<file path="config.mk">
export PLATFORM = sky130hd
export DESIGN_NAME = rns_reverse_converter
export DESIGN_NICKNAME = d
export VERILOG_FILES = /design/src/rtl/rns_pkg.sv /design/src/rtl/rns_mod_reduce.sv /design/src/rtl/rns_reverse_converter.sv
export SDC_FILE = /design/constraint.sdc
export NUM_CORES = 1
export LEC_CHECK = 0
export CAP_MARGIN = 20
export CORE_MARGIN = 2
export CORE_UTILIZATION = 40
export DETAILED_ROUTE_END_ITERATION = 8
export GPL_ROUTABILITY_DRIVEN = 0
export SLEW_MARGIN = 15
export SYNTH_ARGS = -nofsm -noshare
export SYNTH_HDL_FRONTEND = slang
export SYNTH_SLANG_ARGS = --single-unit
</file>
<file path="constraint.sdc">
create_clock -name clk -period 5 [get_ports clk]
set_clock_uncertainty 0.1 [all_clocks]
set_input_delay 0.5 -clock clk [delete_from_list [all_inputs] [get_ports clk]]
set_output_delay 0.5 -clock clk [all_outputs]
set_load 0.02 [all_outputs]
</file>
<file path="src/rtl/rns_pkg.sv">
// rns_pkg: shared widths, default moduli/inverse tables and converter state type.
package rns_pkg;
    localparam int MOD_WID  = 9;
    localparam int RES_WID  = 8;
    localparam int PROD_WID = 17;
    localparam logic [2*MOD_WID-1:0] DEF_MODULI  = {9'd256, 9'd129};
    localparam logic [4*MOD_WID-1:0] DEF_MRC_INV = {9'd0, 9'd129, 9'd0, 9'd0};
    typedef enum logic [2:0] {IDLE, SUB, REDUCE, HORNER, DONE} state_t;
    // Bit offset of inverse(m_j) mod m_i in the packed MRC_INV table.
    function automatic int inv_idx(input int i, input int j, input int n);
        return (i * n + j) * MOD_WID;
    endfunction
endpackage

</file>
<file path="src/rtl/rns_mod_reduce.sv">
// rns_mod_reduce: sequential shift-subtract reduction of p < m*256 to p mod m in 8 steps.
module rns_mod_reduce
    import rns_pkg::*;
(
    input  logic                clk,
    input  logic                reset,
    input  logic                i_load,
    input  logic [PROD_WID-1:0] i_p,
    input  logic [MOD_WID-1:0]  i_m,
    output logic                o_done,
    output logic [MOD_WID-1:0]  o_rem
);
    logic [PROD_WID-1:0] r_p;
    logic [MOD_WID-1:0]  r_m;
    logic [2:0]          r_k;
    logic                r_busy;
    logic [PROD_WID-1:0] w_shm;
    logic [PROD_WID-1:0] w_p_next;

    assign w_shm    = PROD_WID'(r_m) << r_k;
    assign w_p_next = (r_p >= w_shm) ? r_p - w_shm : r_p;
    // Done is asserted during the final step so the caller can take o_rem on that edge.
    assign o_done   = r_busy && (r_k == 3'd0);
    assign o_rem    = w_p_next[MOD_WID-1:0];

    always_ff @(posedge clk or negedge reset) begin
        if (!reset) begin
            r_p    <= '0;
            r_m    <= '0;
            r_k    <= '0;
            r_busy <= 1'b0;
        end else if (i_load) begin
            r_p    <= i_p;
            r_m    <= i_m;
            r_k    <= 3'd7;
            r_busy <= 1'b1;
        end else if (r_busy) begin
            r_p    <= w_p_next;
            r_k    <= r_k - 3'd1;
            r_busy <= (r_k != 3'd0);
        end
    end
endmodule

</file>
<file path="src/rtl/rns_reverse_converter.sv">
// rns_reverse_converter: RNS residues to binary via mixed-radix conversion and Horner accumulation.
module rns_reverse_converter
    import rns_pkg::*;
#(
    parameter int NUM_DOMAINS = 2,
    parameter logic [NUM_DOMAINS*MOD_WID-1:0] MODULI = DEF_MODULI,
    parameter logic [NUM_DOMAINS*NUM_DOMAINS*MOD_WID-1:0] MRC_INV = DEF_MRC_INV,
    parameter int OUT_WID = 16
) (
    input  logic                           clk,
    input  logic                           reset,
    input  logic                           in_valid,
    output logic                           in_ready,
    input  logic [NUM_DOMAINS*RES_WID-1:0] residues_in,
    input  logic [3:0]                     dest_in,
    output logic                           out_valid,
    input  logic                           out_ready,
    output logic [OUT_WID-1:0]             result,
    output logic                           range_err,
    output logic [3:0]                     dest_out,
    output logic                           busy
);
    localparam int IW = $clog2(NUM_DOMAINS);

    state_t                         r_state;
    logic [IW-1:0]                  r_i, r_j, r_hidx;
    logic [MOD_WID-1:0]             r_t;
    logic [MOD_WID-1:0]             r_v [NUM_DOMAINS];
    logic [NUM_DOMAINS*RES_WID-1:0] r_res;
    logic [OUT_WID-1:0]             r_x;

    logic [MOD_WID-1:0]  w_m_i, w_v_j, w_inv, w_d, w_m_h, w_rem;
    logic [MOD_WID:0]    w_diff;
    logic [PROD_WID-1:0] w_p;
    logic [OUT_WID-1:0]  w_x_next;
    logic                w_bad, w_done;

    assign in_ready = (r_state == IDLE);
    assign busy     = (r_state == SUB) || (r_state == REDUCE) || (r_state == HORNER);
    assign w_m_i    = MODULI[int'(r_i)*MOD_WID +: MOD_WID];
    assign w_v_j    = r_v[r_j];
    assign w_inv    = MRC_INV[inv_idx(int'(r_i), int'(r_j), NUM_DOMAINS) +: MOD_WID];
    // Sign bit of the 10-bit difference selects the wrap by m_i; m_i=256 needs the extra bit.
    assign w_diff   = {1'b0, r_t} - {1'b0, w_v_j};
    assign w_d      = w_diff[MOD_WID] ? MOD_WID'(w_diff + {1'b0, w_m_i}) : w_diff[MOD_WID-1:0];
    assign w_p      = PROD_WID'(w_d) * PROD_WID'(w_inv);
    assign w_m_h    = MODULI[int'(r_hidx)*MOD_WID +: MOD_WID];
    assign w_x_next = r_x * OUT_WID'(w_m_h) + OUT_WID'(r_v[r_hidx]);

    always_comb begin
        w_bad = 1'b0;
        for (int n = 0; n < NUM_DOMAINS; n++)
            w_bad = w_bad | ({1'b0, residues_in[n*RES_WID +: RES_WID]} >= MODULI[n*MOD_WID +: MOD_WID]);
    end

    rns_mod_reduce u_reduce (
        .clk    (clk),
        .reset  (reset),
        .i_load (r_state == SUB),
        .i_p    (w_p),
        .i_m    (w_m_i),
        .o_done (w_done),
        .o_rem  (w_rem)
    );

    always_ff @(posedge clk or negedge reset) begin
        if (!reset) begin
            r_state   <= IDLE;
            r_i       <= '0;
            r_j       <= '0;
            r_hidx    <= '0;
            r_t       <= '0;
            r_res     <= '0;
            r_x       <= '0;
            out_valid <= 1'b0;
            result    <= '0;
            range_err <= 1'b0;
            dest_out  <= '0;
            for (int n = 0; n < NUM_DOMAINS; n++) r_v[n] <= '0;
        end else begin
            case (r_state)
                IDLE: if (in_valid) begin
                    r_res     <= residues_in;
                    dest_out  <= dest_in;
                    r_v[0]    <= MOD_WID'(residues_in[RES_WID-1:0]);
                    r_t       <= MOD_WID'(residues_in[RES_WID +: RES_WID]);
                    r_i       <= IW'(1);
                    r_j       <= '0;
                    result    <= '0;
                    range_err <= w_bad;
                    out_valid <= w_bad;
                    r_state   <= w_bad ? DONE : SUB;
                end
                SUB: r_state <= REDUCE;
                REDUCE: if (w_done) begin
                    if (int'(r_j) + 1 < int'(r_i)) begin
                        r_j     <= r_j + 1'b1;
                        r_t     <= w_rem;
                        r_state <= SUB;
                    end else begin
                        r_v[r_i] <= w_rem;
                        if (int'(r_i) + 1 < NUM_DOMAINS) begin
                            r_i     <= r_i + 1'b1;
                            r_j     <= '0;
                            r_t     <= MOD_WID'(r_res[(int'(r_i)+1)*RES_WID +: RES_WID]);
                            r_state <= SUB;
                        end else begin
                            r_x     <= OUT_WID'(w_rem);
                            r_hidx  <= IW'(NUM_DOMAINS - 2);
                            r_state <= HORNER;
                        end
                    end
                end
                HORNER: begin
                    r_x <= w_x_next;
                    if (r_hidx == '0) begin
                        result    <= w_x_next;
                        out_valid <= 1'b1;
                        r_state   <= DONE;
                    end else begin
                        r_hidx <= r_hidx - 1'b1;
                    end
                end
                DONE: if (out_ready) begin
                    out_valid <= 1'b0;
                    r_state   <= IDLE;
                end
                default: r_state <= IDLE;
            endcase
        end
    end
endmodule

</file>
---- Word-level counts from Yosys, hierarchy flattened ----
Index checks and enable logic that the tools add are counted.
storage, ports and cells
  flip-flop bits (word level) ............. 117
  input bits .............................. 24
  output and inout bits ................... 24
  logic and storage cells ................. 146
operators by class
  add/subtract/negate cells ............... 11
  multipliers ............................. 5
  magnitude comparators ................... 8
  equal/unequal tests ..................... 12
  shift operators ......................... 5
  muxes and demuxes ....................... 60
  bitwise gates (word level) .............. 4
  reductions and logical operators ........ 23
operators by type and width
  cell                                                                          count
  9-bit 2-to-1 mux                                                              13
  16-bit 2-to-1 mux                                                             5
  16-bit case mux with 2 select lines                                           2
  17-bit 2-to-1 mux                                                             3
  18-bit 2-to-1 mux                                                             2
  9-bit case mux with 2 select lines                                            2
  18-bit by 6-bit indexed part select with 9-bit output (first input constant)  2
  36-bit by 8-bit indexed part select with 9-bit output (first input constant)  1
  32-bit by 3-bit < comparator with 1-bit output (second input constant)        1
  3-bit 2-to-1 mux                                                              8
  4-bit AND reduction                                                           5
  18-bit bitwise mux                                                            1
  17-bit greater-or-equal comparator                                            1
  9-bit by 9-bit multiplier with 17-bit output                                  1
  1-bit 2-to-1 mux                                                              17
  9-bit by 3-bit left shift with 17-bit output                                  1
  17-bit subtractor                                                             1
  16-bit by 9-bit adder with 16-bit output                                      1
  16-bit by 9-bit multiplier with 16-bit output                                 1
  16-bit by 6-bit indexed part select with 8-bit output                         1
  3-bit case mux with 5 select lines                                            1
  1-bit by 4-bit multiplier with 5-bit output (second input constant)           2
  2-bit != test (second input constant)                                         5
  2-bit nonzero test                                                            5
  30 further kinds                                                              46

---- Logic depth before layout (Yosys ltp) ----
Gate-level depths: netlist of the first run.
  depth after elaboration ................. 9
  gate-level depth with buffers ........... 23
  mapped depth without buffers ............ 22

---- Modules after synthesis ----
A second synthesis of the first run with hierarchy kept.
unflattened totals
  cells, all modules ...................... 830
  area total of the unflattened synthesis .. 7851.3 sq um
by module, submodules not included
  module                 times used  cells an instance  area each (sq um)  seq. area each (sq um)
  rns_reverse_converter  1           533                5235.0             1951.9
  rns_mod_reduce         1           297                2616.3             750.7

---- Worst setup path before layout of the first run ----
OpenSTA, ideal clock, no wires.
  kind .................................... flip-flop to flip-flop
  from .................................... reg r_j
  to ...................................... reg u_reduce.r_p[15]
  library setup time ...................... 120 ps
  arrival time ............................ 4965 ps
  required time ........................... 4780 ps
  slack ................................... -185 ps
  cell stages (with the launch flop) ...... 23
  path buffers ............................ 1
  clock period less this slack ............ 5185 ps
  cells stage by stage .................... dfrtp_1 clkbuf_1 mux2i_1 ha_1 nor2b_1 o2111ai_2 a31o_2 nand2b_1 a21oi_1 xor2_1 inv_1 ha_1 nor4_1 nor3_1 a211oi_2 ha_1 ha_1 ha_1 inv_1 fa_1 nor4_1 nand4_1 and3_1
between the ends
  cells in the longest elaborated chain, start to end .. 9
  elaborated cells between the ends (all ways) .. 12
  those cells by class .................... 3 x add/sub; 2 x mul; 1 x shift; 5 x mux; 1 x bitwise
ends and longest elaborated chain
  element                                                                                              RTL line                     source
  from (decl)                                                                                          rns_reverse_converter.sv:26  logic [IW-1:0] r_i, r_j, r_hidx;
  from (signal assigned)                                                                               rns_reverse_converter.sv:97  r_j <= r_j + 1'b1;
  parallel branches: the longest is 7 deep, another holds 3-bit by 4-bit multiplier with 7-bit output  n/a
  9-bit by 9-bit multiplier with 17-bit output (*)                                                     rns_reverse_converter.sv:46  assign w_p = PROD_WID'(w_d) * PROD_WID'(w_inv);
  17-bit 2-to-1 mux (*)                                                                                rns_mod_reduce.sv:32         end else if (i_load) begin
  to (signal assigned)                                                                                 rns_mod_reduce.sv:33         r_p <= i_p;
  to (signal assigned)                                                                                 rns_mod_reduce.sv:38         r_p <= w_p_next;
  to (decl)                                                                                            rns_mod_reduce.sv:13         logic [PROD_WID-1:0] r_p;
Mark *: on every way between the ends. The select of a mux whose other input is x is not followed.
A chain may end at the register's enable or synchronous reset.

---- Final worst setup path of the first run ----
  from .................................... reg r_j
  to ...................................... reg u_reduce.r_p[13]
The elaborated chain is that of the path after synthesis.

==> impl.org, run 1 <==
** STA
- Number of pins exceeding their max-slew limit in the final report :: 0
- Static timing analysis puts the maximum clock frequency at slightly above 200 MHz.
- Fraction of the cycle the final worst path needs :: 96.9%
- The final count of hold timing violations is 0.
- The routed design could run at a clock period as short as 4850 ps.
- Final Hold Slack :: 178 ps
- Final setup viols :: 0
- For the pin with the worst max-slew slack, the measured transition is 950 ps.
- RSZ-0062 raised after global routing :: true
- Tightest slew margin relative to the limit :: between 30% and 40%

** Global routing
- Global routing consumed, over all layers together, between 15 and 20% of the routing resources.
- Via count of the first global-routing pass :: roughly 5800
- Largest net degree at the start of global routing :: 72
- The total overflow left after global routing is 0.
- The initial antenna violation count came to 0.
- Wire length of the first global-routing pass :: between 30 and 40 mm

** Placement
- The number of placed instances, taps included, is roughly 1100.
- Number of buffers added on ports :: 47
- In this run the cell area measured after placement is about 0.008 sq mm.
- HPWL Detailed :: 13.0 mm

** Synthesis
- Count of distinct cell types in the synthesized netlist :: 57
- Counting flops with an async set or reset pin after synthesis yields a share of 100%.
- Counting flops with a built-in enable in the synthesized netlist gives 0.
- Largest area contributor in the netlist :: sky130_fd_sc_hd__dfrtp_1
- Counting every instance in the synthesized netlist gives 801.
- Primary FF master, synth :: sky130_fd_sc_hd__dfrtp_1
- The average instance in the mapped netlist occupies 9.04 sq um.
- Post-Syn Nets :: 909
- Top cells by area in the synthesized netlist :: sky130_fd_sc_hd__dfrtp_1, sky130_fd_sc_hd__ha_1, sky130_fd_sc_hd__o21ai_0, sky130_fd_sc_hd__nand2_1, sky130_fd_sc_hd__a21oi_1
- Most used standard cells in the synthesized netlist :: sky130_fd_sc_hd__dfrtp_1, sky130_fd_sc_hd__nand2_1, sky130_fd_sc_hd__ha_1, sky130_fd_sc_hd__o21ai_0, sky130_fd_sc_hd__a21oi_1
- After synthesis the cells add up to between 0.007 and 0.008 sq mm.
- For this run, the number of Yosys warnings is 0.
- Seq/Total Area, Yosys :: a little over a third
- Flip-flop and latch count after synthesis :: 101
- sky130_fd_sc_hd__dfrtp_1 is the most common cell in the netlist.
- Area share of the leading cell type in the synthesized netlist :: a little over a third

** Layout
- Fraction of final layout cells sized beyond drive strength 1 :: about a tenth
- Final cell area excluding filler cells :: 0.00840 sq mm
- Count of filler cells inserted in the layout :: between 1500 and 2000
- Relative to the synthesized area, the layout overhead comes to 16.1%.
- Count of non-filler cells in the finished layout :: 1075
- Count of nets after finishing :: 949
- Antenna cells :: 0

** Critical path
- Launch instance of the worst register-to-register path :: r_j$_DFFE_PN0P_
- Endpoint type of the worst setup path :: register
- Of all nets on the critical path, the largest fanout is 5.
- The critical path is of the register to register type.
- For the worst setup path, the data required time is 5200 ps.
- At the worst endpoint, the arrival time is approximately 5000 ps.
- CP Launch Type :: register
- Timing startpoint of the critical path :: r_j$_DFFE_PN0P_

** Route
- Top routing layer in use :: met4
- The pre-antenna-repair detailed-routing pass consisted of 4 iterations.
- DR WL met2 :: 8.38 mm
- After detailed routing, the number of remaining DRC violations is 0.
- M1 wire length :: 8.57 mm
- In the routed layout, each cell is associated on average with a via count of between 5 and 6.
- Wire length per cell after detailed routing :: roughly 16 um
- The detailed router finished its first iteration with 280 violations.
- Post-detailed-route count of antenna-violating nets :: 0
- The detailed router placed 5925 vias in this run.
- Total Routed Length :: 17.6 mm
- After detailed routing, the met3 layer carries around 450 um of wire.

** Flow run
- The tool flagged a number of max-cap violations equal to 0.

** Clock network
- CTS saw roughly 100 sinks.
- Cts-stage hold buffer count :: 0
- Clock-pin slew was measured on the worst setup and hold paths at about 80 ps.
- No sink is reached through more buffers than the 2 on the longest clock path.
- CTS tree :: yes
- The later pin in the worst-skew pair is clocked with a latency of ~350 ps.
- Clock tree synthesis selected as its root buffer the cell sky130_fd_sc_hd__clkbuf_16.
- In this run the number of H-tree levels came out at 3.
- Number of buffers inserted during clock tree synthesis :: 9

** Run status
- The run finished with clean final reports.

** Die
- Initial standard-cell utilization of the core :: between 40 and 50%
- The die covers 0.0192 sq mm.
- After floorplanning, the core was divided into between 40 and 50 placement rows.
- In this run the horizontal extent of the chip is about 140 um.
- Height of the die :: 139 um
- Number of ports placed on the die boundary :: 48
- Core Region :: roughly 0.018 sq mm

** Worst hold path
- The worst hold path belongs to the class primary input to asynchronous set/reset pin.
## critical path, stage by stage, from the launching register on
cell                        delay [ps]
sky130_fd_sc_hd__dfrtp_2           480
sky130_fd_sc_hd__mux2i_4           210
sky130_fd_sc_hd__ha_1              300
sky130_fd_sc_hd__nor2b_4           140
sky130_fd_sc_hd__o2111ai_2         230
sky130_fd_sc_hd__a31o_2            200
sky130_fd_sc_hd__nand2b_1           70
sky130_fd_sc_hd__a21oi_2           130
sky130_fd_sc_hd__xor2_1            230
sky130_fd_sc_hd__inv_1             110
sky130_fd_sc_hd__ha_4              290
sky130_fd_sc_hd__nand2_4            50
sky130_fd_sc_hd__o311ai_4          290
sky130_fd_sc_hd__xnor2_1           170
sky130_fd_sc_hd__nor2_1            100
sky130_fd_sc_hd__xnor2_1           220
sky130_fd_sc_hd__ha_2              230
sky130_fd_sc_hd__ha_4              130
sky130_fd_sc_hd__inv_2              30
sky130_fd_sc_hd__fa_2              390
sky130_fd_sc_hd__or4_4             430
sky130_fd_sc_hd__a21oi_2           130
sky130_fd_sc_hd__o21a_1            110
## registers in the layout, indices dropped and copies added (netlist names)
register	cells
u_reduce.r_busy	1
r_state	3
r_res	8
result	16
r_j	1
u_reduce.r_m	2
dest_out	4
out_valid	1
r_v	18
r_t	9
u_reduce.r_k	3
u_reduce.r_p	17
range_err	1
r_x	16
r_i	1
## logic make-up after synthesis
group,Yosys count,share of synthesized area [%]
buffers and inverters,64,3.46
xor gates and xnor gates,41,4.96
adders and majority gates,84,14.9
and+or+nand+nor,250,16.3
AOI/OAI and AO/OA,213,18.4
DFF,101,34.9
muxes,48,7.09
## routing by layer
metal,vias to the layer above,track usage (%)
li1,2980,-
met3,13,2.70
met5,-,0
met4,0,4.30
met1,2839,27.5
met2,93,31.1
## cell usage in the layout, fill, tap and decap left out, types with 19 or more instances in the layout
cell | netlist | layout
sky130_fd_sc_hd__nand2_1 | 91 | 90
sky130_fd_sc_hd__nor2_1 | 55 | 55
sky130_fd_sc_hd__a21oi_1 | 58 | 56
sky130_fd_sc_hd__inv_1 | 30 | 29
sky130_fd_sc_hd__mux2i_1 | 24 | 21
sky130_fd_sc_hd__ha_1 | 80 | 76
sky130_fd_sc_hd__nor3_1 | 19 | 19
sky130_fd_sc_hd__xnor2_1 | 25 | 25
sky130_fd_sc_hd__o21ai_0 | 69 | 68
sky130_fd_sc_hd__clkdlybuf4s50_1 | 0 | 46
sky130_fd_sc_hd__dfrtp_1 | 101 | 100
sky130_fd_sc_hd__a21o_1 | 21 | 21
sky130_fd_sc_hd__mux2_2 | 23 | 23
## layout make-up
| class | instances | area, sq um | area share [%] |
|---|---|---|---|
| repair buffers | 63 | 592 | 7.04 |
| well taps | 229 | 287 | 3.41 |
| clock buffers | 9 | 225 | 2.68 |
| inverters | 30 | 113 | 1.34 |
| clock inverters | 7 | 77.6 | 0.923 |
| flip-flops and latches | 101 | 2530 | 30.1 |
| multi-input cells | 636 | 4580 | 54.5 |
## repair_timing
action | 4_1_cts | 5_1_grt
resized for setup | 3 | 22
endpoints found under the setup margin | 2 | 2
setup buffers | 2 | 3
pin swaps | 3 | 16
hold endpoints to repair | 0 | 0
## final timing paths
check | end | slack, ps | depth (start not counted)
max reg2reg | u_reduce.r_p[13]$_DFFE_PN0P_ | 150 | 22
min | result[13]$_DFFE_PN0P_ | 180 | 1
max in group asynchronous | r_j$_DFFE_PN0P_ | 3640 | 2
min reg2reg | result[5]$_DFFE_PN0P_ | 380 | 1
max | u_reduce.r_p[13]$_DFFE_PN0P_ | 150 | 22
min in group clk | result[5]$_DFFE_PN0P_ | 380 | 1
## metrics by stage
stage          utilization [%]  worst slack (ps)  TNS (ps)
6_report                  47.1               154         0
5_1_grt                   47.1              -114      -201
4_1_cts                   46.3              21.7         0
3_5_place_dp              44.5              -110      -179
3_3_place_gp              44.5              82.2         0
2_1_floorplan                -              2.68         0
Power of run 1 is left out: the tool's default activity adds up to more than one toggle a clock period on the data nets, which glitch-free logic cannot reach.
==> run 2, diff against run 1 <==
--- a/config.mk
+++ b/config.mk
@@ -10,6 +10,7 @@
 export CORE_UTILIZATION = 40
 export DETAILED_ROUTE_END_ITERATION = 8
 export GPL_ROUTABILITY_DRIVEN = 0
+export RECOVER_POWER = 25
 export SLEW_MARGIN = 15
 export SYNTH_ARGS = -nofsm -noshare
 export SYNTH_HDL_FRONTEND = slang
==> run 2 against run 1 <==
  * The flow now finishes with violations (capacitance limit, slew limit)
  * Flip-flop and latch count did not move
  * Non-clock buffer count unchanged
  * First-iteration DRC count unchanged
  * Routed wire length hardly changed
  * Die area unchanged
  * Final cell count did not move
  * Critical path type unchanged
  * Fmax about the same
  * Critical path depth is the same
  * Critical endpoint unchanged
==> impl.org, run 2 (same netlist as run 1, synthesis figures left out) <==
** STA
- In this run the tightest slew margin relative to its limit is -166%.
- Fraction of the cycle the final worst path needs :: between 90% and 100%
- Final Hold Slack :: about 380 ps
- Transition time at the pin with the least slew margin :: around 4000 ps
- Setup repair after global routing could not meet its margin everywhere.
- For this run, the top clock speed supported by timing is approximately 210 MHz.
- The max-slew violation count was about 70.
- The smallest clock period supported by the final layout is computed as approximately 4800 ps.
- The final count of hold timing violations was 0.
- Final setup viols :: 0
- Adding up every negative setup slack in the final design gives 0 ps.

** Critical path
- By startpoint and endpoint, the worst setup path is classified as register to register.
- Req. time, crit path :: between 5000 and 6000 ps
- STA classifies the critical path startpoint as a register.
- Launch instance of the worst register-to-register path :: r_j$_DFFE_PN0P_
- Timing startpoint of the critical path :: r_j$_DFFE_PN0P_
- Of all nets on the critical path, the largest fanout is 5.
- STA puts the critical path data arrival time at around 5000 ps.
- STA classifies the critical path endpoint as a register.

** Layout
- Leaving out filler cells and counting taps, the final layout contains 1075.
- Cells with a size suffix above 1 make up a little under a tenth of the layout.
- Area Growth Syn to Fin :: 16.0%
- Most flop-heavy register :: r_v
- Leaving out fill and tap cells, the most frequent cells in the layout are sky130_fd_sc_hd__dfrtp_1, sky130_fd_sc_hd__nand2_1, sky130_fd_sc_hd__ha_1.
- Count of nets after finishing :: around 950
- After routing the design area is 0.00840 sq mm.
- The register with the most flip-flops in the layout has 18 of them.
- Most common library cell in the layout ignoring fill and taps :: sky130_fd_sc_hd__dfrtp_1
- Largest registers :: r_v (18), u_reduce.r_p (17)
- Antenna cells :: 0

** Global routing
- Routing usage on met3 :: 2.70%
- Met2 global-route usage :: 31.1%
- Global routing used between 10% and 20% of the available tracks.
- The first global-routing pass estimated 30.0 mm of wire.
- For this run, global-route usage on met1 was measured as 27.5%.
- The via count of the first global-routing pass was a little under 6000.
- The initial antenna violation count was 0.
- Entering global routing, the biggest net connects a little over 70 pins.
- Overflow left after global routing :: 0
- met2 is the most crowded layer.

** Die
- Placement row count :: roughly 50
- The die covers about 0.019 sq mm.
- Die X :: 139 um
- Number of ports placed on the die boundary :: 48
- For this configuration, the core starts out at a cell density of around two fifths.
- Core Region :: approximately 0.018 sq mm
- The die is approximately 140 um tall.

** Run status
- The flow ran to the end, but the final reports show violations.
- The final reports fail on capacitance limit, slew limit.

** Clock network
- H-Tree Level Count :: 3
- Post-CTS clock slew at the launch and capture registers of the worst setup and hold paths :: about 80 ps
- Clock latency of the later-clocked register in the worst-skew pair :: between 300 and 400 ps
- Clock Sink Count :: 101
- TritonCTS created 9 clock buffers.
- Cts-stage hold buffer count :: 0
- Cell at the root of the clock tree :: sky130_fd_sc_hd__clkbuf_16
- Number of buffers between clock root and the deepest sink :: 2
- CTS tree :: yes

** Route
- In this run the remaining antenna-violating nets after routing total 0.
- Total number of vias :: 5937
- Violation count after the first detailed-routing iteration :: between 200 and 300
- For this run, the detailed router's first-pass iteration total came to 5.
- Number of remaining DRC errors :: 0
- Wire length per cell after detailed routing :: between 15 and 20 um
- Total Routed Length :: about 18 mm
- Dividing the detail-routed via count by the number of cells gives about 5.5.

** Worst hold path
- The tightest min-delay check is of the register to register type.
- Worst min-delay path startpoint :: result[5]$_DFFE_PN0P_

** Placement
- Detailed placement finished with a half-perimeter wire length of around 13 mm.
- Number of buffers added on ports :: 47
- Once placement completed, the tool counted placed cells totaling approximately 1100.
- Area after detailed placement :: ~0.0079 sq mm

** Flow run
- Max-capacitance violation count :: 1
run 2: layer usage:
metal | part of all wire, % | routed length, um
met1 | 49 | 8540
met2 | 48 | 8380
met3 | 2.7 | 482
met4 | 1.1 | 187
met5 | 0 | 0
run 2: worst paths after layout:
check | end | slack [ps] | cells past startpoint
worst max-delay path | u_reduce.r_p[13]$_DFFE_PN0P_ | 150 | 22
worst min-delay path | result[5]$_DFFE_PN0P_ | 380 | 1
worst max register to register | u_reduce.r_p[13]$_DFFE_PN0P_ | 150 | 22
worst min register to register | result[5]$_DFFE_PN0P_ | 380 | 1
max in group asynchronous | u_reduce.r_p[0]$_DFFE_PN0P_ | 1130 | 1
min in group asynchronous | result[13]$_DFFE_PN0P_ | 1420 | 1
run 2: critical path: stages, from the launching register on:
cell and delay, ps:
sky130_fd_sc_hd__dfrtp_2 480, sky130_fd_sc_hd__mux2i_4 210, sky130_fd_sc_hd__ha_1 300, sky130_fd_sc_hd__nor2b_4 140, sky130_fd_sc_hd__o2111ai_2 230, sky130_fd_sc_hd__a31o_2 200
sky130_fd_sc_hd__nand2b_1 70, sky130_fd_sc_hd__a21oi_2 130, sky130_fd_sc_hd__xor2_1 230, sky130_fd_sc_hd__inv_1 110, sky130_fd_sc_hd__ha_4 290, sky130_fd_sc_hd__nand2_4 50
sky130_fd_sc_hd__o311ai_4 290, sky130_fd_sc_hd__xnor2_1 170, sky130_fd_sc_hd__nor2_1 100, sky130_fd_sc_hd__xnor2_1 220, sky130_fd_sc_hd__ha_2 230, sky130_fd_sc_hd__ha_4 130
sky130_fd_sc_hd__inv_2 30, sky130_fd_sc_hd__fa_2 390, sky130_fd_sc_hd__or4_4 430, sky130_fd_sc_hd__a21oi_2 130, sky130_fd_sc_hd__o21a_1 110
run 2: metrics by stage:
step | utilization, % | setup WS [ps]
5_1_grt | 47.1 | -114
3_3_place_gp | 44.5 | 82.2
4_1_cts | 46.3 | 21.7
2_1_floorplan | - | 2.68
3_5_place_dp | 44.5 | -110
6_report | 47.1 | 154
run 2: cell type report:
type | instances | area, sq um
Fill cell | 1736 | 9440
Multi-Input combinational cell | 636 | 4580
Sequential cell | 101 | 2530
Timing Repair Buffer | 63 | 588
Tap cell | 229 | 287
Clock buffer | 9 | 225
Inverter | 30 | 113
Clock inverter | 7 | 77.6
run 2: timing repair:
action,4_1_cts,5_1_grt
resized for setup,3,22
setup endpoints to repair,2,2
setup buffers,2,3
pin swaps,3,16
cloned,0,0
Power of run 2 is left out for the same reason.
